File: src/rtl/rand_range_gen.sv
// rand_range_gen -- constrained-random value source.
//
// Produces pseudo-random values in the inclusive range [lo_i, hi_i] by
// drawing candidates from a Galois LFSR and rejecting out-of-range ones.
// If MAX_TRIES candidates miss, lo_q is emitted instead and the fallback
// counter is bumped, so every request completes in bounded time.
//
// Ports:
//   clk_i          rising-edge clock
//   rst_ni         synchronous active-low reset
//   en_i           request generation
//   lo_i, hi_i     inclusive bounds, latched when a search starts
//   seed_load_i    load seed_i (or SEED when seed_i is zero) into the LFSR
//   seed_i         seed value
//   rnd_valid_o    rnd_data_o holds a value
//   rnd_ready_i    consumer accepts
//   rnd_data_o     generated value
//   cfg_err_o      registered en_i && (lo_i > hi_i)
//   fallback_cnt_o saturating count of fallbacks
//   dbg_state_o    current FSM state (0 IDLE, 1 SEARCH, 2 HOLD)
//
// Output handshake: a value transfers on a rising edge where rnd_valid_o
// and rnd_ready_i are both high. Once rnd_valid_o rises, rnd_data_o stays
// stable and rnd_valid_o stays high until that transfer; rnd_valid_o never
// depends combinationally on rnd_ready_i.

module rand_range_gen #(
  parameter int                WIDTH     = 8,
  parameter int                LFSR_W    = 16,
  parameter logic [LFSR_W-1:0] TAPS      = 16'hB400,
  parameter logic [LFSR_W-1:0] SEED      = 16'hACE1,
  parameter int                MAX_TRIES = 8,
  parameter int                CNT_W     = 8
) (
  input  logic              clk_i,
  input  logic              rst_ni,
  input  logic              en_i,
  input  logic [WIDTH-1:0]  lo_i,
  input  logic [WIDTH-1:0]  hi_i,
  input  logic              seed_load_i,
  input  logic [LFSR_W-1:0] seed_i,
  output logic              rnd_valid_o,
  input  logic              rnd_ready_i,
  output logic [WIDTH-1:0]  rnd_data_o,
  output logic              cfg_err_o,
  output logic [CNT_W-1:0]  fallback_cnt_o,
  output logic [1:0]        dbg_state_o
);

  localparam int TRY_W = (MAX_TRIES > 1) ? $clog2(MAX_TRIES) : 1;
  localparam logic [TRY_W-1:0] LAST_TRY = TRY_W'(MAX_TRIES - 1);

  typedef enum logic [1:0] {
    IDLE   = 2'd0,
    SEARCH = 2'd1,
    HOLD   = 2'd2
  } state_t;

  state_t             state_q, state_d;
  logic [LFSR_W-1:0]  lfsr_q, lfsr_d;
  logic [TRY_W-1:0]   try_cnt_q, try_cnt_d;
  logic [WIDTH-1:0]   lo_q, lo_d, hi_q, hi_d;
  logic               valid_q, valid_d;
  logic [WIDTH-1:0]   data_q, data_d;
  logic [CNT_W-1:0]   fb_cnt_q, fb_cnt_d;
  logic               cfg_err_q;

  logic [WIDTH-1:0]   cand;
  logic [LFSR_W-1:0]  lfsr_step;
  logic               req_ok;

  // Candidate is taken from the register before this cycle's step.
  assign cand      = lfsr_q[WIDTH-1:0];
  assign lfsr_step = lfsr_q[0] ? ((lfsr_q >> 1) ^ TAPS) : (lfsr_q >> 1);
  assign req_ok    = en_i && (lo_i <= hi_i);

  always_ff @(posedge clk_i) begin
    if (!rst_ni) begin
      state_q   <= IDLE;
      lfsr_q    <= SEED;
      try_cnt_q <= '0;
      lo_q      <= '0;
      hi_q      <= '0;
      valid_q   <= 1'b0;
      data_q    <= '0;
      fb_cnt_q  <= '0;
      cfg_err_q <= 1'b0;
    end else begin
      state_q   <= state_d;
      lfsr_q    <= lfsr_d;
      try_cnt_q <= try_cnt_d;
      lo_q      <= lo_d;
      hi_q      <= hi_d;
      valid_q   <= valid_d;
      data_q    <= data_d;
      fb_cnt_q  <= fb_cnt_d;
      cfg_err_q <= en_i && (lo_i > hi_i);
    end
  end

  always_comb begin
    state_d   = state_q;
    lfsr_d    = lfsr_q;
    try_cnt_d = try_cnt_q;
    lo_d      = lo_q;
    hi_d      = hi_q;
    valid_d   = valid_q;
    data_d    = data_q;
    fb_cnt_d  = fb_cnt_q;

    case (state_q)
      IDLE: begin
        if (req_ok) begin
          lo_d      = lo_i;
          hi_d      = hi_i;
          try_cnt_d = '0;
          state_d   = SEARCH;
        end
      end

      SEARCH: begin
        lfsr_d = lfsr_step;
        if ((cand >= lo_q) && (cand <= hi_q)) begin
          data_d  = cand;
          valid_d = 1'b1;
          state_d = HOLD;
        end else if (try_cnt_q == LAST_TRY) begin
          data_d  = lo_q;
          valid_d = 1'b1;
          if (fb_cnt_q != '1) fb_cnt_d = fb_cnt_q + 1'b1;
          state_d = HOLD;
        end else begin
          try_cnt_d = try_cnt_q + 1'b1;
        end
      end

      HOLD: begin
        if (rnd_ready_i) begin
          valid_d = 1'b0;
          if (req_ok) begin
            lo_d      = lo_i;
            hi_d      = hi_i;
            try_cnt_d = '0;
            state_d   = SEARCH;
          end else begin
            state_d = IDLE;
          end
        end
      end

      default: state_d = IDLE;
    endcase

    // A seed load replaces any step this cycle; the FSM is unaffected.
    // A zero seed would lock the LFSR, so SEED is substituted.
    if (seed_load_i) lfsr_d = (seed_i == '0) ? SEED : seed_i;
  end

  assign rnd_valid_o    = valid_q;
  assign rnd_data_o     = data_q;
  assign cfg_err_o      = cfg_err_q;
  assign fallback_cnt_o = fb_cnt_q;
  assign dbg_state_o    = state_q;

endmodule

File: config.mk
export PLATFORM = sky130hd
export DESIGN_NAME = rand_range_gen
export DESIGN_NICKNAME = d
export VERILOG_FILES = /design/src/rtl/rand_range_gen.sv
export SDC_FILE = /design/constraint.sdc
export NUM_CORES = 1
export LEC_CHECK = 0
export BUFFER_PORTS_ARGS = -buffer_cell sky130_fd_sc_hd__buf_2
export CAP_MARGIN = 30
export CORE_AREA = 2 2 68 102
export CTS_CLUSTER_SIZE = 28
export DETAILED_ROUTE_END_ITERATION = 10
export DIE_AREA = 0 0 70 104
export PLACE_DENSITY_LB_ADDON = 0.2
export SYNTH_ARGS = -nofsm -noshare
export SYNTH_HDL_FRONTEND = slang
export SYNTH_SLANG_ARGS = --single-unit
File: constraint.sdc
create_clock -name clk_i -period 2.75 [get_ports clk_i]
set_input_delay 0.825 -clock clk_i [delete_from_list [all_inputs] [get_ports clk_i]]
set_output_delay 0.825 -clock clk_i [all_outputs]
set_load 0.01 [all_outputs]
==> Word level (Yosys, flattened, before mapping) <==
Index checks and enable logic that the tools add are counted.
{ "totals": {"mem_bits_rw": 0, "ff_bits": 55, "rom_bits": 0, "elab_cells": 69, "latch_bits": 0, "n_memories": 0, "in_bits": 37, "out_inout_bits": 20} }
{ "classes": {"mux": 27, "n_reduce_logical": 16, "n_div": 0, "shifts": 0, "n_lt_le_gt_ge": 4, "eq_ne": 9, "n_bitwise": 2, "mul": 0, "add_sub_neg": 2} }
{ "ops": {"columns": ["op", "count"], "rows": [
  ["16-bit two-way mux", 4],
  ["8-bit two-way mux", 6],
  ["8-bit one-hot mux with 2 select lines", 2],
  ["8-bit less-or-equal comparator", 2],
  ["16-bit zero test", 1],
  ["3-bit two-way mux", 4],
  ["3-bit one-hot mux with 3 select lines", 1],
  ["8-bit by 1-bit adder with 8-bit output, second input constant", 1],
  ["8-bit greater-or-equal comparator", 1],
  ["8-bit > comparator", 1],
  ["2-bit two-way mux", 4],
  ["2-bit inequality test, second input constant", 4],
  ["8-bit inequality test, second input constant", 1],
  ["4-bit AND reduction", 2],
  ["2-bit nonzero test", 4],
  ["2-bit one-hot mux with 3 select lines", 1],
  ["3-bit AND reduction", 2],
  ["1-bit two-way mux", 4],
  ["3-bit inverter with 4-bit output", 1],
  ["2-bit AND reduction", 2],
  ["3-bit by 1-bit adder with 3-bit output, second input constant", 1],
  ["3-bit equality test, second input constant", 1],
  ["1-bit logical AND", 3],
  ["3-bit inequality test, second input constant", 1],
  ["6 further kinds", 6]
]} }

==> Longest topological paths before layout <==
Gate-level depths: netlist of the first run.
{ "logic_depth": {"word_depth": 5, "depth_mapped": 11, "depth_no_buf": 8} }

==> Worst setup path after synthesis of the first run <==
Ideal clock, no wire load.
{ "synth_path": {"path_kind": "in2reg", "startpoint": "input port hi_i[1]", "endpoint": "register try_cnt_q[0]", "required_ns": 2.634, "path_stages": 8, "arrival_ns": 2.421, "n_path_buf": 0, "slack_ns": 0.213, "setup_time_ns": 0.116, "cell_sequence": "inv_1 -> ha_1 -> nor2b_1 -> o211ai_1 -> a21oi_1 -> o41ai_4 -> a22oi_1 -> a31o_2"} }
{ "synth_via": {"elab_chain_len": 5} }
{ "synth_lines": {"columns": ["element", "line_no", "text"], "rows": [
  ["start, declared", "39", "input logic [WIDTH-1:0] hi_i,"],
  ["8-bit less-or-equal comparator (*)", "75", "assign req_ok = en_i && (lo_i <= hi_i);"],
  ["1-bit logical AND (*)", "75", null],
  ["3-bit two-way mux (*)", null, null],
  ["3-bit two-way mux", null, null],
  ["3-bit one-hot mux with 3 select lines (*)", null, null],
  ["end signal, assigned", "91", "try_cnt_q <= try_cnt_d;"],
  ["end, declared", "61", "logic [TRY_W-1:0] try_cnt_q, try_cnt_d;"]
]} }
Every way passes the cells marked *; elsewhere a longest branch is shown, timed or not. The select of a mux whose other input is x is not followed.
A chain may end at the register's enable or synchronous reset.

==> Final worst setup path of the first run <==
{ "layout_path": {"startpoint": "register lfsr_q[0]", "endpoint": "register fb_cnt_q[3] (netlist: fallback_cnt_o[3])"} }
{ "layout_via": {"elab_chain_len": 4, "word_cells_on_any_way": 5, "cone_classes": "order compare: 2; bitwise: 1; reduce/logical: 2"} }
{ "layout_lines": {"columns": ["element", "line_no", "text"], "rows": [
  ["start, declared", "60", "logic [LFSR_W-1:0] lfsr_q, lfsr_d;"],
  ["start signal, assigned", "90", "lfsr_q <= lfsr_d;"],
  ["8-bit greater-or-equal comparator / 8-bit less-or-equal comparator (equally long branches)", "123", "if ((cand >= lo_q) && (cand <= hi_q)) begin"],
  ["1-bit logical AND (*)", "123", null],
  ["1-bit inverter (no line) (*)", null, null],
  ["4-bit AND reduction (no line) (*)", null, null],
  ["end signal, assigned", "96", "fb_cnt_q <= fb_cnt_d;"],
  ["end, declared", "65", "logic [CNT_W-1:0] fb_cnt_q, fb_cnt_d;"]
]} }
Every way passes the cells marked *; elsewhere a longest branch is shown, timed or not.

==> impl_metrics.env, run 1 <==
export IMPL_leakagePower_nw=1.47
export IMPL_use_met3_pct=3.39
export IMPL_finalMaxSlewViolations=0
export IMPL_grt_pass1_vias=2909
export IMPL_synthesis_area_sq_um=3080
export IMPL_layout_common_cells="buf_2, dfxtp_1, a21oi_1, nand2_1, o21ai_0"
export IMPL_port_buffers=56
export IMPL_hold_path_end="try_cnt_q[1]"
export IMPL_worstPathRequired_ns=3.00
export IMPL_synth_cells=395
export IMPL_cp_start_kind="flop"
export IMPL_gp_congestion=0.915
export IMPL_drive_gt1_share_pct=18.8
export IMPL_gr_total_overflow=0
export IMPL_rrSetupSlack_ns=0.40
export IMPL_root_buffer="clkbuf_8"
export IMPL_cts_reportedPaths_clkPinSlew_ns=0.10
export IMPL_busiest_layer="met2"
export IMPL_diodes=0
export IMPL_die_x_microns=70
export IMPL_synth_edff_count=0
export IMPL_synthTopCellsByArea="dfxtp_1, ha_1, a21oi_1, o21ai_0, nand2_1"
export IMPL_dp_hpwl_microns=5900
export IMPL_skew_ns=0.0111
export IMPL_post_cts_buffers=0
export IMPL_drc=0
export IMPL_layout_setup_ws_ns=0.400
export IMPL_setup_violations=0
export IMPL_hp_class="flop to flop"
export IMPL_yosys_register_bits=55
export IMPL_r2r_cells=8
export IMPL_vias=2965
export IMPL_cts_resized=0
export IMPL_ioPinCount=57
export IMPL_std_cell_rows=36
export IMPL_grtUsageTotal_pct=21.6
export IMPL_drtPass1Iterations=5
export IMPL_hold_depth=2
export IMPL_status="finished, final reports clean"
export IMPL_start_util_pct=48.1
export IMPL_fin_hold_ws_ns=0.472
export IMPL_timing_final_hold_violations=0
export IMPL_grt_max_degree=34
export IMPL_drt_total_wl_microns=7610
export IMPL_max_vdd_ir_drop_mv=0.342
export IMPL_grtUsageMet2_pct=39.0
export IMPL_drv_cap=0
export IMPL_reg2reg_from="lfsr_q[0]"
export IMPL_power_density_nw_per_um2=504
export IMPL_layout_commonest_cell="buf_2"
export IMPL_die_h_microns=104
export IMPL_syn_nets=459
export IMPL_worst_pin_slew_ns=0.475
export IMPL_antenna_found_initial=0
export IMPL_core_sq_um=6400
export IMPL_ys_seq_area_share_pct=35.8
export IMPL_fin_crit_sh_pct=85.4
export IMPL_synth_area_per_cell_sq_um=7.80
export IMPL_hp_start="try_cnt_q[1]"
export IMPL_avgRoutedWirePerCell_microns=14.6
export IMPL_cts_made_buffers=5
export IMPL_cts_tree="done"
export IMPL_ys_types=43
export IMPL_nets=511
export IMPL_cp_max_fo=22
export IMPL_rsz0062_at_grt="false"
export IMPL_h_tree_depth=2
export IMPL_clk_latency_ns=0.31
export IMPL_cts_num_sinks=55
export IMPL_synth_top_area_cell="dfxtp_1"
export IMPL_drt_iter0_drc=185
export IMPL_synth_flop_cell="dfxtp_1"
export IMPL_post_route_min_period_ns=2.35
export IMPL_r2r_end="fallback_cnt_o[3]"
export IMPL_critPathCaptureType="flop"
export IMPL_tns_ns=0
export IMPL_ctsHoldBuffers=0
export IMPL_grt_pass1_wl_microns=13200
export IMPL_synth_top_area_share_pct=35.8
export IMPL_pre_cts_ws_ns=0.0909
export IMPL_die_area_sq_um=7280
export IMPL_relSlewSlack_pct=68.2
export IMPL_yosys_warnings=0
export IMPL_crit_type="flop to flop"
export IMPL_max_freq_mhz=426
export IMPL_cts_buffer_depth=2
export IMPL_arrival_ns=2.60
export IMPL_synthArstFlopShare_pct=0
export IMPL_grtUsageMet1_pct=25.7
export IMPL_final_antenna_net_count=0
export IMPL_synthToLayoutAreaGrowth_pct=16.2
export IMPL_avgViaCountPerCell=5.67
[per-stage QoR]
| step | instances | utilization (%) | total power, W | cell area (sq um) |
|---|---|---|---|---|
| 2_1_floorplan | 395 | - | 0.00115 | 3080 |
| 3_3_place_gp | 516 | 54.3 | 0.00128 | 3470 |
| 3_5_place_dp | 516 | 54.3 | 0.00129 | 3470 |
| 4_1_cts | 523 | 55.9 | 0.00181 | 3580 |
| 5_1_grt | 523 | 55.9 | 0.00190 | 3580 |
| 6_report | 523 | 55.9 | 0.00180 | 3580 |
[metal layers]
metal | up-vias | routed length (microns)
met5 | - | 0
met1 | 1365 | 3290
met4 | 0 | 167
met2 | 68 | 3910
met3 | 14 | 244
li1 | 1518 | -
[flip-flops by register name, summed over array words and instances, names as in the netlist]
name            cells
lfsr_q             16
rnd_data_o          8
rnd_valid_o         1
dbg_state_o         2
lo_q                8
fallback_cnt_o      8
hi_q                8
cfg_err_o           1
try_cnt_q           3
[cell usage after synthesis (2+ instances only)]
master     n
o21ai_0   33
nand2b_1   5
or3_1      3
clkbuf_1  19
and2_1     4
nand3_1   26
nor2_1    27
nand4_1   15
o22ai_1    8
inv_1     25
nor2b_1    4
o31ai_1    3
buf_1      3
xnor2_1    3
ha_1      27
or4_1      3
mux2i_1    4
a21oi_1   49
buf_2      2
dfxtp_1   55
nor4_1     6
o211ai_1   2
a31oi_1   10
nand2_1   40
[area by class of cell]
cell class                      instances  area (sq um)
Clock buffer                            5          68.8
Fill cell                             634          2820
Tap cell                               76          95.1
Sequential cell                        55          1100
Multi-Input combinational cell        290          1780
Timing Repair Buffer                   70           398
Clock inverter                          2          37.5
Inverter                               25          93.8
[kinds of logic after synthesis]
family	count (synthesis)	synth area share, %
AOI/OAI and AO/OA	117	22.4
xor gates and xnor gates	3	0.853
adders and majority gates	27	11.0
buffers and inverters	50	6.42
DFF	55	35.8
muxes	4	1.30
and+or+nand+nor	139	22.3
[critical path: stages (launching register included)]
cell and delay (ns):
dfxtp_1 0.35, inv_1 0.11, ha_1 0.30, or2b_1 0.21, a31oi_1 0.23, o221ai_2 0.15
and3_4 0.27, or4_1 0.52, a21oi_1 0.15
[power by group]
group | internal [W] | switching, W | total (W)
Sequential | 0.000839 | 0.0000350 | 0.000874
Combinational | 0.000166 | 0.000230 | 0.000396
Clock | 0.000267 | 0.000266 | 0.000532
Total | 0.00127 | 0.000531 | 0.00180
[worst max path at each step]
stage	start	cells after the start	to	slack [ns]
final	lfsr_q[0]	8	fallback_cnt_o[3]	0.40
after global routing	lfsr_q[0]	8	fallback_cnt_o[6]	0.22
after CTS	lo_q[2]	8	fallback_cnt_o[3]	0.39
after detailed placement	lo_i[1]	9	lo_q[5]	0.09
after global placement	lo_i[1]	9	hi_q[6]	0.12
after floorplan	hi_i[1]	8	try_cnt_q[0]	0.21
Note: power is estimated with default switching activity, not from simulation.
==> run 2, diff against run 1 <==
--- a/config.mk
+++ b/config.mk
@@ -11,7 +11,8 @@
 export CTS_CLUSTER_SIZE = 28
 export DETAILED_ROUTE_END_ITERATION = 10
 export DIE_AREA = 0 0 70 104
-export PLACE_DENSITY_LB_ADDON = 0.2
+export PLACE_DENSITY = 0.75
+export SLEW_MARGIN = 20
 export SYNTH_ARGS = -nofsm -noshare
 export SYNTH_HDL_FRONTEND = slang
 export SYNTH_SLANG_ARGS = --single-unit
==> constraint.sdc (replaced) <==
create_clock -name clk_i -period 2.75 [get_ports clk_i]
set_input_delay 0.1375 -clock clk_i [delete_from_list [all_inputs] [get_ports clk_i]]
set_output_delay 0.1375 -clock clk_i [all_outputs]
set_load 0.01 [all_outputs]
==> impl_metrics.env, run 2 (synthesis results as in run 1) <==
export IMPL_gp_congestion=0.899
export IMPL_grt_max_degree=36
export IMPL_layout_commonest_cell="buf_2"
export IMPL_nFillCells=639
export IMPL_timing_final_hold_violations=0
export IMPL_r2r_end="fallback_cnt_o[6]"
export IMPL_tns_ns=0
export IMPL_grtUsageTotal_pct=21.2
export IMPL_power_density_nw_per_um2=484
export IMPL_diodes=0
export IMPL_ioPinCount=57
export IMPL_drt_total_wl_microns=7480
export IMPL_cts_reportedPaths_clkPinSlew_ns=0.10
export IMPL_start_util_pct=48.1
export IMPL_cts_num_sinks=55
export IMPL_cts_buffer_depth=2
export IMPL_std_cell_rows=36
export IMPL_ctsHoldBuffers=0
export IMPL_placed_cell_area_sq_um=3400
export IMPL_cts_resized=0
export IMPL_die_h_microns=104
export IMPL_reg2reg_from="lfsr_q[0]"
export IMPL_vias=3009
export IMPL_crit_start="lfsr_q[0]"
export IMPL_layout_common_cells="buf_2, dfxtp_1, a21oi_1, nand2_1, o21ai_0"
export IMPL_status="finished, final reports clean"
export IMPL_largest_reg_flops=16
export IMPL_worstPathRequired_ns=3.00
export IMPL_drv_cap=0
export IMPL_die_area_sq_um=7280
export IMPL_finalInstanceArea_sq_um=3480
export IMPL_port_buffers=56
export IMPL_skew_ns=0.0103
export IMPL_cp_start_kind="flop"
export IMPL_stdcell_count=516
export IMPL_max_freq_mhz=415
export IMPL_fin_hold_ws_ns=0.0545
export IMPL_setup_violations=0
export IMPL_avgViaCountPerCell=5.83
export IMPL_synthToLayoutAreaGrowth_pct=13.1
export IMPL_hp_start="en_i"
export IMPL_r2r_cells=8
export IMPL_max_vdd_ir_drop_mv=0.245
export IMPL_root_buffer="clkbuf_8"
export IMPL_final_antenna_net_count=0
export IMPL_hold_path_end="cfg_err_o"
export IMPL_relSlewSlack_pct=40.0
export IMPL_arrival_ns=2.66
export IMPL_post_cts_buffers=0
export IMPL_leakagePower_nw=1.42
export IMPL_post_route_min_period_ns=2.41
export IMPL_critPathCaptureType="flop"
export IMPL_drtPass1Iterations=4
export IMPL_grt_pass1_vias=2798
export IMPL_drc=0
export IMPL_cts_tree="done"
export IMPL_grt_pass1_wl_microns=12800
export IMPL_fin_crit_sh_pct=87.6
export IMPL_regMostFlops="lfsr_q"
export IMPL_rrSetupSlack_ns=0.34
export IMPL_gr_total_overflow=0
export IMPL_hold_depth=3
export IMPL_rsz0062_at_grt="false"
export IMPL_drt_iter0_drc=285
export IMPL_hp_class="input port to flop"
export IMPL_finalPower_w=0.00168
export IMPL_crit_type="flop to flop"
export IMPL_cp_max_fo=22
export IMPL_dp_hpwl_microns=5710
export IMPL_cts_made_buffers=5
export IMPL_drive_gt1_share_pct=17.5
export IMPL_worst_pin_slew_ns=0.898
export IMPL_finalMaxSlewViolations=0
export IMPL_nets=503
export IMPL_avgRoutedWirePerCell_microns=14.5
export IMPL_clk_latency_ns=0.31
export IMPL_h_tree_depth=2
export IMPL_die_x_microns=70
export IMPL_core_sq_um=6400
export IMPL_dp_cells=508
export IMPL_antenna_found_initial=0
run 2: worst max-delay path by stage:
stage                        end  slack, ns  cells past startpoint
5_1_grt        fallback_cnt_o[3]       0.18                      8
2_1_floorplan  fallback_cnt_o[7]       0.44                     10
3_5_place_dp   fallback_cnt_o[3]       0.36                      8
4_1_cts        fallback_cnt_o[3]       0.33                      8
3_3_place_gp   fallback_cnt_o[6]       0.41                      8
6_report       fallback_cnt_o[6]       0.34                      8
run 2: worst max-delay path: stages (launching register included):
cell	delay (ns)
dfxtp_1	0.44
inv_1	0.13
ha_1	0.30
or2b_1	0.22
a31oi_1	0.20
o221ai_2	0.14
and3_4	0.27
or4_1	0.52
a21oi_1	0.14
run 2: final cells by class:
cell class	instances	area [sq um]	share of cell area, %
clock buffer	5	68.8	1.98
clock inverter	3	15.0	0.431
timing repair buffer	62	325	9.34
multi-input combinational	290	1780	51.2
tap	76	95.1	2.73
inverter	25	93.8	2.69
sequential	55	1100	31.6
run 2: stage by stage:
stage                     utilization, %  worst slack (ns)
after floorplan                        -             0.445
after global placement              53.1             0.415
after detailed placement            53.1             0.358
after CTS                           54.4             0.334
after global routing                54.4             0.176
final                               54.4             0.342
run 2: metal layers:
| layer | vias to the layer above | GRT usage [%] | share of wire [%] |
|---|---|---|---|
| li1 | 1508 | - | - |
| met1 | 1379 | 25.5 | 41 |
| met2 | 102 | 36.6 | 51 |
| met3 | 20 | 3.00 | 5.2 |
| met4 | 0 | 9.89 | 3.2 |
| met5 | - | 0 | 0 |
run 2: power breakdown:
part / internal, W / leakage [nW] / total, W / switching [W]
combinational: 0.000152 / 0.927 / 0.000375 / 0.000223
sequential: 0.000839 / 0.449 / 0.000877 / 0.0000375
clock: 0.000175 / 0.0477 / 0.000432 / 0.000257
